`config.mk`:
```
export PLATFORM = sky130hd
export DESIGN_NAME = floor_request_scheduler
export DESIGN_NICKNAME = d
export VERILOG_FILES = /design/src/rtl/floor_request_scheduler.sv
export SDC_FILE = /design/constraint.sdc
export NUM_CORES = 1
export LEC_CHECK = 0
export BUFFER_PORTS_ARGS = -buffer_cell sky130_fd_sc_hd__buf_2
export CAP_MARGIN = 5
export CELL_PAD_IN_SITES_DETAIL_PLACEMENT = 1
export CELL_PAD_IN_SITES_GLOBAL_PLACEMENT = 1
export CORE_UTILIZATION = 35
export CTS_CLUSTER_SIZE = 20
export DETAILED_ROUTE_END_ITERATION = 8
export PLACE_DENSITY = 0.77
export SLEW_MARGIN = 20
export SYNTH_ARGS = -nofsm -noshare
export SYNTH_HDL_FRONTEND = slang
export SYNTH_SLANG_ARGS = --single-unit
```
`constraint.sdc`:
```
create_clock -name clk -period 4.45 [get_ports clk]
set_input_delay 1.1125 -clock clk [delete_from_list [all_inputs] [get_ports clk]]
set_output_delay 1.1125 -clock clk [all_outputs]
set_load 0.02 [all_outputs]
```
`src/rtl/floor_request_scheduler.sv`:
```
// SCAN/collective elevator call scheduler: latches cabin and hall calls,
// picks direction and target floor, and requests door cycles.
module floor_request_scheduler #(
  parameter int BUTTONS_WIDTH = 8,
  parameter int FLOOR_BITS    = 3
) (
  input  logic                     clk,
  input  logic                     reset,
  input  logic [BUTTONS_WIDTH-1:0] btn_in,
  input  logic [BUTTONS_WIDTH-1:0] btn_up_out,
  input  logic [BUTTONS_WIDTH-1:0] btn_down_out,
  input  logic [FLOOR_BITS-1:0]    cur_floor,
  input  logic                     at_floor,
  input  logic                     door_done,
  output logic [1:0]               dir,
  output logic [FLOOR_BITS-1:0]    target,
  output logic                     target_valid,
  output logic                     open_req,
  output logic [BUTTONS_WIDTH-1:0] lamp_in,
  output logic [BUTTONS_WIDTH-1:0] lamp_up,
  output logic [BUTTONS_WIDTH-1:0] lamp_down
);

  localparam int BW = BUTTONS_WIDTH;
  localparam int FB = FLOOR_BITS;

  localparam logic [BW-1:0] UP_MASK = {1'b0, {(BW-1){1'b1}}};
  localparam logic [BW-1:0] DN_MASK = {{(BW-1){1'b1}}, 1'b0};

  typedef enum logic [1:0] {S_IDLE, S_UP, S_DOWN, S_STOP} state_t;
  typedef enum logic [1:0] {D_IDLE, D_UP, D_DOWN} svc_t;

  state_t state, state_n;
  svc_t   svc, svc_n;
  logic   turn, turn_n;

  logic          at_in, at_up, at_dn, any_at;
  logic          above, below;
  logic [BW-1:0] cur_oh;
  logic [BW-1:0] clr_in, clr_up, clr_dn;
  logic [FB-1:0] up_near, up_far, dn_near, dn_far;
  logic          up_near_ok, dn_near_ok;
  logic [FB-1:0] up_tgt, dn_tgt, tgt_n;
  logic [1:0]    dir_n;
  int            cf;

  always_comb begin
    cf         = int'(cur_floor);
    at_in      = 1'b0;
    at_up      = 1'b0;
    at_dn      = 1'b0;
    above      = 1'b0;
    below      = 1'b0;
    cur_oh     = '0;
    up_near    = '0;
    up_near_ok = 1'b0;
    dn_near    = '0;
    dn_near_ok = 1'b0;
    up_far     = cur_floor;
    dn_far     = cur_floor;
    for (int i = 0; i < BW; i++) begin
      if (i == cf) begin
        cur_oh[i] = 1'b1;
        at_in     = lamp_in[i];
        at_up     = lamp_up[i];
        at_dn     = lamp_down[i];
      end
      if (i > cf)
        above = above | lamp_in[i] | lamp_up[i] | lamp_down[i];
      if (i < cf)
        below = below | lamp_in[i] | lamp_up[i] | lamp_down[i];
    end
    // Scan order picks nearest-in-direction; last hit wins.
    for (int i = BW - 1; i >= 0; i--) begin
      if (i > cf && (lamp_in[i] | lamp_up[i])) begin
        up_near    = FB'(i);
        up_near_ok = 1'b1;
      end
      if (i < cf && lamp_up[i])
        dn_far = FB'(i);
    end
    for (int i = 0; i < BW; i++) begin
      if (i < cf && (lamp_in[i] | lamp_down[i])) begin
        dn_near    = FB'(i);
        dn_near_ok = 1'b1;
      end
      if (i > cf && lamp_down[i])
        up_far = FB'(i);
    end
    any_at = at_in | at_up | at_dn;
    up_tgt = up_near_ok ? up_near : up_far;
    dn_tgt = dn_near_ok ? dn_near : dn_far;
  end

  always_comb begin
    state_n = state;
    svc_n   = svc;
    turn_n  = turn;
    clr_in  = '0;
    clr_up  = '0;
    clr_dn  = '0;
    unique case (state)
      S_IDLE: begin
        if (any_at) begin
          state_n = S_STOP;
          svc_n   = D_IDLE;
          turn_n  = 1'b0;
        end else if (above) begin
          state_n = S_UP;
        end else if (below) begin
          state_n = S_DOWN;
        end
      end
      S_UP: begin
        if (at_floor) begin
          if (at_in || at_up || (at_dn && !above)) begin
            state_n = S_STOP;
            svc_n   = D_UP;
            turn_n  = !(at_in || at_up);
          end else if (!above) begin
            state_n = below ? S_DOWN : S_IDLE;
          end
        end
      end
      S_DOWN: begin
        if (at_floor) begin
          if (at_in || at_dn || (at_up && !below)) begin
            state_n = S_STOP;
            svc_n   = D_DOWN;
            turn_n  = !(at_in || at_dn);
          end else if (!below) begin
            state_n = above ? S_UP : S_IDLE;
          end
        end
      end
      S_STOP: begin
        if (door_done) begin
          clr_in = cur_oh;
          if (svc != D_DOWN || turn)
            clr_up = cur_oh;
          if (svc != D_UP || turn)
            clr_dn = cur_oh;
          if (svc == D_DOWN)
            state_n = below ? S_DOWN : (above ? S_UP : S_IDLE);
          else
            state_n = above ? S_UP : (below ? S_DOWN : S_IDLE);
        end
      end
      default: state_n = S_IDLE;
    endcase
  end

  always_comb begin
    dir_n = 2'b00;
    tgt_n = cur_floor;
    unique case (state_n)
      S_UP: begin
        dir_n = 2'b01;
        tgt_n = up_tgt;
      end
      S_DOWN: begin
        dir_n = 2'b10;
        tgt_n = dn_tgt;
      end
      default: ;
    endcase
  end

  always_ff @(posedge clk) begin
    if (reset) begin
      state        <= S_IDLE;
      svc          <= D_IDLE;
      turn         <= 1'b0;
      dir          <= 2'b00;
      target       <= '0;
      target_valid <= 1'b0;
      open_req     <= 1'b0;
      lamp_in      <= '0;
      lamp_up      <= '0;
      lamp_down    <= '0;
    end else begin
      state        <= state_n;
      svc          <= svc_n;
      turn         <= turn_n;
      dir          <= dir_n;
      target       <= tgt_n;
      target_valid <= (state_n == S_UP) || (state_n == S_DOWN);
      open_req     <= (state_n == S_STOP) && (state != S_STOP);
      // A press on the same cycle as its clear keeps the lamp lit.
      lamp_in      <= (lamp_in & ~clr_in) | btn_in;
      lamp_up      <= (lamp_up & ~clr_up) | (btn_up_out & UP_MASK);
      lamp_down    <= (lamp_down & ~clr_dn) | (btn_down_out & DN_MASK);
    end
  end

endmodule

```
==> metrics.md <==
| Metric | Value |
|---|---|
| Status | `complete, no violations` |
| Power, Total | `1310 uW` |
| Final period util | `91.6%` |
| Reg2Reg Depth | `12` |
| Final hold violation count | `0` |
| Hold slack final | `0.487 ns` |
| Unrepaired setup endpoints after global routing | `no` |
| Routed vias | `2824` |
| GR Util met2 | `42.3%` |
| Routed Antenna Nets | `0` |
| Top achievable clock speed | `245 MHz` |
| Met3 Use GR | `3.96%` |
| Layout Utilization | `44.1%` |
| Worst endpoint required time | `4.63 ns` |
| Overflow after GRT | `0` |
| Seq pwr share | `33.0%` |
| Hold Path Stages | `2` |
| Cell internal pwr | `755 uW` |
| Most frequent cells in the layout | `buf_2 (59), o21ai_0 (39), dfxtp_1 (36)` |
| M1 GR Usage | `32.2%` |
| Die H | `87.6 um` |
| Post-synthesis sequential area ratio | `28.1%` |
| Switch share | `42.3%` |
| Reg2reg end | `target[0]` |
| CTS max path bufs | `2` |
| Fin nets | `431` |
| Top cell type's share of synthesized area | `28.1%` |
| Post-Syn Nets | `374` |
| Fraction of registers with async set/reset | `0%` |
| Synth area leader | `dfxtp_1` |
| Core ar. | `0.00694 mm^2` |
| Synth warnings | `0` |
| Clock Latency Late Sink | `0.30 ns` |
| Multi-input gate area | `0.00168 mm^2` |
| Drt pass-1 iters | `4` |
| Vias in the first global route | `2871` |
| Largest net degree at the start of global routing | `33` |
| CTS tree | `yes` |
| H-Tree Depth | `2` |
| WL per Instance | `18.2 um` |
| Arr. time, crit path | `4.26 ns` |
| First-pass GRT wire length | `14500 um` |
| Pleak | `0.00136 uW` |
| Peak VDD IR | `0.134 mV` |
| HP Start | `svc[0]` |
| CTS sink count | `36` |
| Initial antenna violation count | `0` |
| Dpl hpwl | `6750 um` |
| GP Congestion | `0.893` |
| Max-cap violations | `0` |
| Initial detailed-routing violation count | `214` |
| Endpoints failing setup | `0` |
| Post-synth EDFFs | `0` |
| Post-CTS sizing | `0` |
| Main combinational cell family by area after synthesis | `compound AO/OA/AOI/OAI gates` |
| R2R Path Start | `lamp_up[6]` |
| Commonest non-fill, non-tap cell in the layout | `buf_2` |
| Placed instance count | `481` |
| Nature of the critical path endpoint | `flop` |
| Worst slew margin | `32.7%` |
| Final WL | `8880 um` |
| Post-Route Skew | `0.00788 ns` |
| PortBufs | `59` |
| Die ar. | `0.00767 mm^2` |
| Synth Area in Simple Gates | `20.8%` |
| Startpoint types | `input port` |
| Post-synthesis mux area share | `7.17%` |
| Fill cell count | `909` |
| Ant. Diodes | `0` |
| Row count | `30` |
| Via/cell ratio | `5.78` |
| Minimum clock period | `4.08 ns` |
| Worst-path clk slew | `0.08 ns` |
| Net load switching power | `555 uW` |
| Final cell count without fillers | `489` |
| Post CTS Setup Buffer Count | `0` |
| Combinational Power Share | `47.0%` |
| CTS Hold Bufs | `0` |
| Max Fanout on Critical Path | `9` |
| Sequential cell area | `721 um^2` |
| Die W | `87.6 um` |
| Root Driver | `clkbuf_8` |
| Clock power share | `20.0%` |
| Post-Synth Adder-Cell Area | `3.90%` |
| Drt drc | `0` |
| Synthesized cell area | `0.00256 mm^2` |
| CTS buffer count | `5` |
| Post-synth cell types | `58` |
| Post-synthesis register bit count | `36` |
| Initial core utilization | `36.9%` |
| Compound-Gate Fraction of Synth Area | `33.7%` |
| GR peak layer | `met2` |
| Hold path endpoint | `svc[0]` |
| Setup CP Type | `in2reg` |
| Mapped Cells | `335` |
| Layout area overhead | `19.3%` |
| All-Layer GR Usage | `24.9%` |
| Predominant post-synthesis flop cell | `dfxtp_1` |
| Hold Crit Class | `reg2reg` |
| Synth top area cells | `dfxtp_1 (28%), o21ai_0 (7.6%), a21oi_1 (6.4%), nand2_1 (4.1%), nor2_1 (4.1%)` |
| Avg Cell Area, Syn | `7.65 um^2` |
| Max-slew violation count | `0` |
| FF-to-FF setup slack | `1.04 ns` |
| Share of layout cells above drive strength 1 | `22.1%` |
| Post-Synth XOR/XNOR Area | `0%` |
| Ports | `62` |
| PD cells | `428 mW/mm^2` |
| Setup TNS | `0 ns` |
| Slew @ Worst Pin | `1.01 ns` |
state kept, by name, indices dropped and copies added, names as in the netlist:
signal and count:
state 2, open_req 1, lamp_down 8, lamp_up 8
svc 2, lamp_in 8, turn 1, target 3
target_valid 1, dir 2
power by group through the flow:
stage                     Combinational (uW)  Clock, uW  Sequential (uW)
after floorplan                          384          0              469
after global placement                   593          0              438
after detailed placement                 612          0              440
after CTS                                616        267              432
after global routing                     690        278              441
final                                    616        262              433
cells by family after synthesis:
| family | after synthesis |
|---|---|
| compound gates | 132 |
| flops | 36 |
| simple gates | 107 |
| mux | 14 |
| fa+ha+maj | 8 |
| buf+inv | 38 |
routing by layer:
layer | up-vias | part of all wire (%)
li1 | 1352 | -
met1 | 1373 | 45
met2 | 86 | 48
met3 | 13 | 5.1
met4 | 0 | 1.6
met5 | - | 0
synth_stat cells, drive strengths merged, types with 4 or more instances:
master,count
o211ai,4
nand3,8
dfxtp,36
nor2b,5
a21oi,33
a21o,4
o21a,4
o21ai,39
and2,6
a31oi,4
nand2,28
o2111ai,4
or3,8
buf,8
nor3,5
inv,22
o22ai,4
nor2,28
ha,8
nor3b,4
mux2i,9
clkbuf,7
o31a,4
per-stage QoR:
step | worst slack, ns | area (um^2)
after detailed placement | 0.0952 | 2960
after global placement | 0.174 | 2960
final | 0.374 | 3060
after floorplan | 0.532 | 2560
after global routing | 0.181 | 3060
after CTS | 0.376 | 3060
critical path: stages:
cell and delay, ns:
buf_2 0.26, mux4_2 0.56, o2bb2ai_1 0.32, nor2_1 0.12
and2b_4 0.29, nand4_1 0.10, a311o_1 0.41, and2_1 0.18
ha_1 0.23, nor2b_1 0.15, o2111ai_1 0.12, nor2_1 0.07
a311o_1 0.32
cell type report:
type                            count  area share (%)
Timing Repair Buffer               65            11.5
Sequential cell                    36            23.6
Multi-Input combinational cell    261            55.0
Tap cell                           96            3.93
Clock inverter                      2           0.491
Clock buffer                        6            2.70
Inverter                           23            2.82
worst max path at each step:
stage | depth (start not counted) | from | to | slack (ns)
5_1_grt | 14 | cur_floor[0] | target[0] | 0.18
2_1_floorplan | 12 | cur_floor[0] | target[0] | 0.53
3_5_place_dp | 13 | cur_floor[0] | target[0] | 0.1
3_3_place_gp | 13 | cur_floor[0] | target[0] | 0.17
6_report | 13 | cur_floor[0] | target[0] | 0.37
4_1_cts | 13 | cur_floor[0] | target[0] | 0.38
Power figures use the tool's default switching activity.
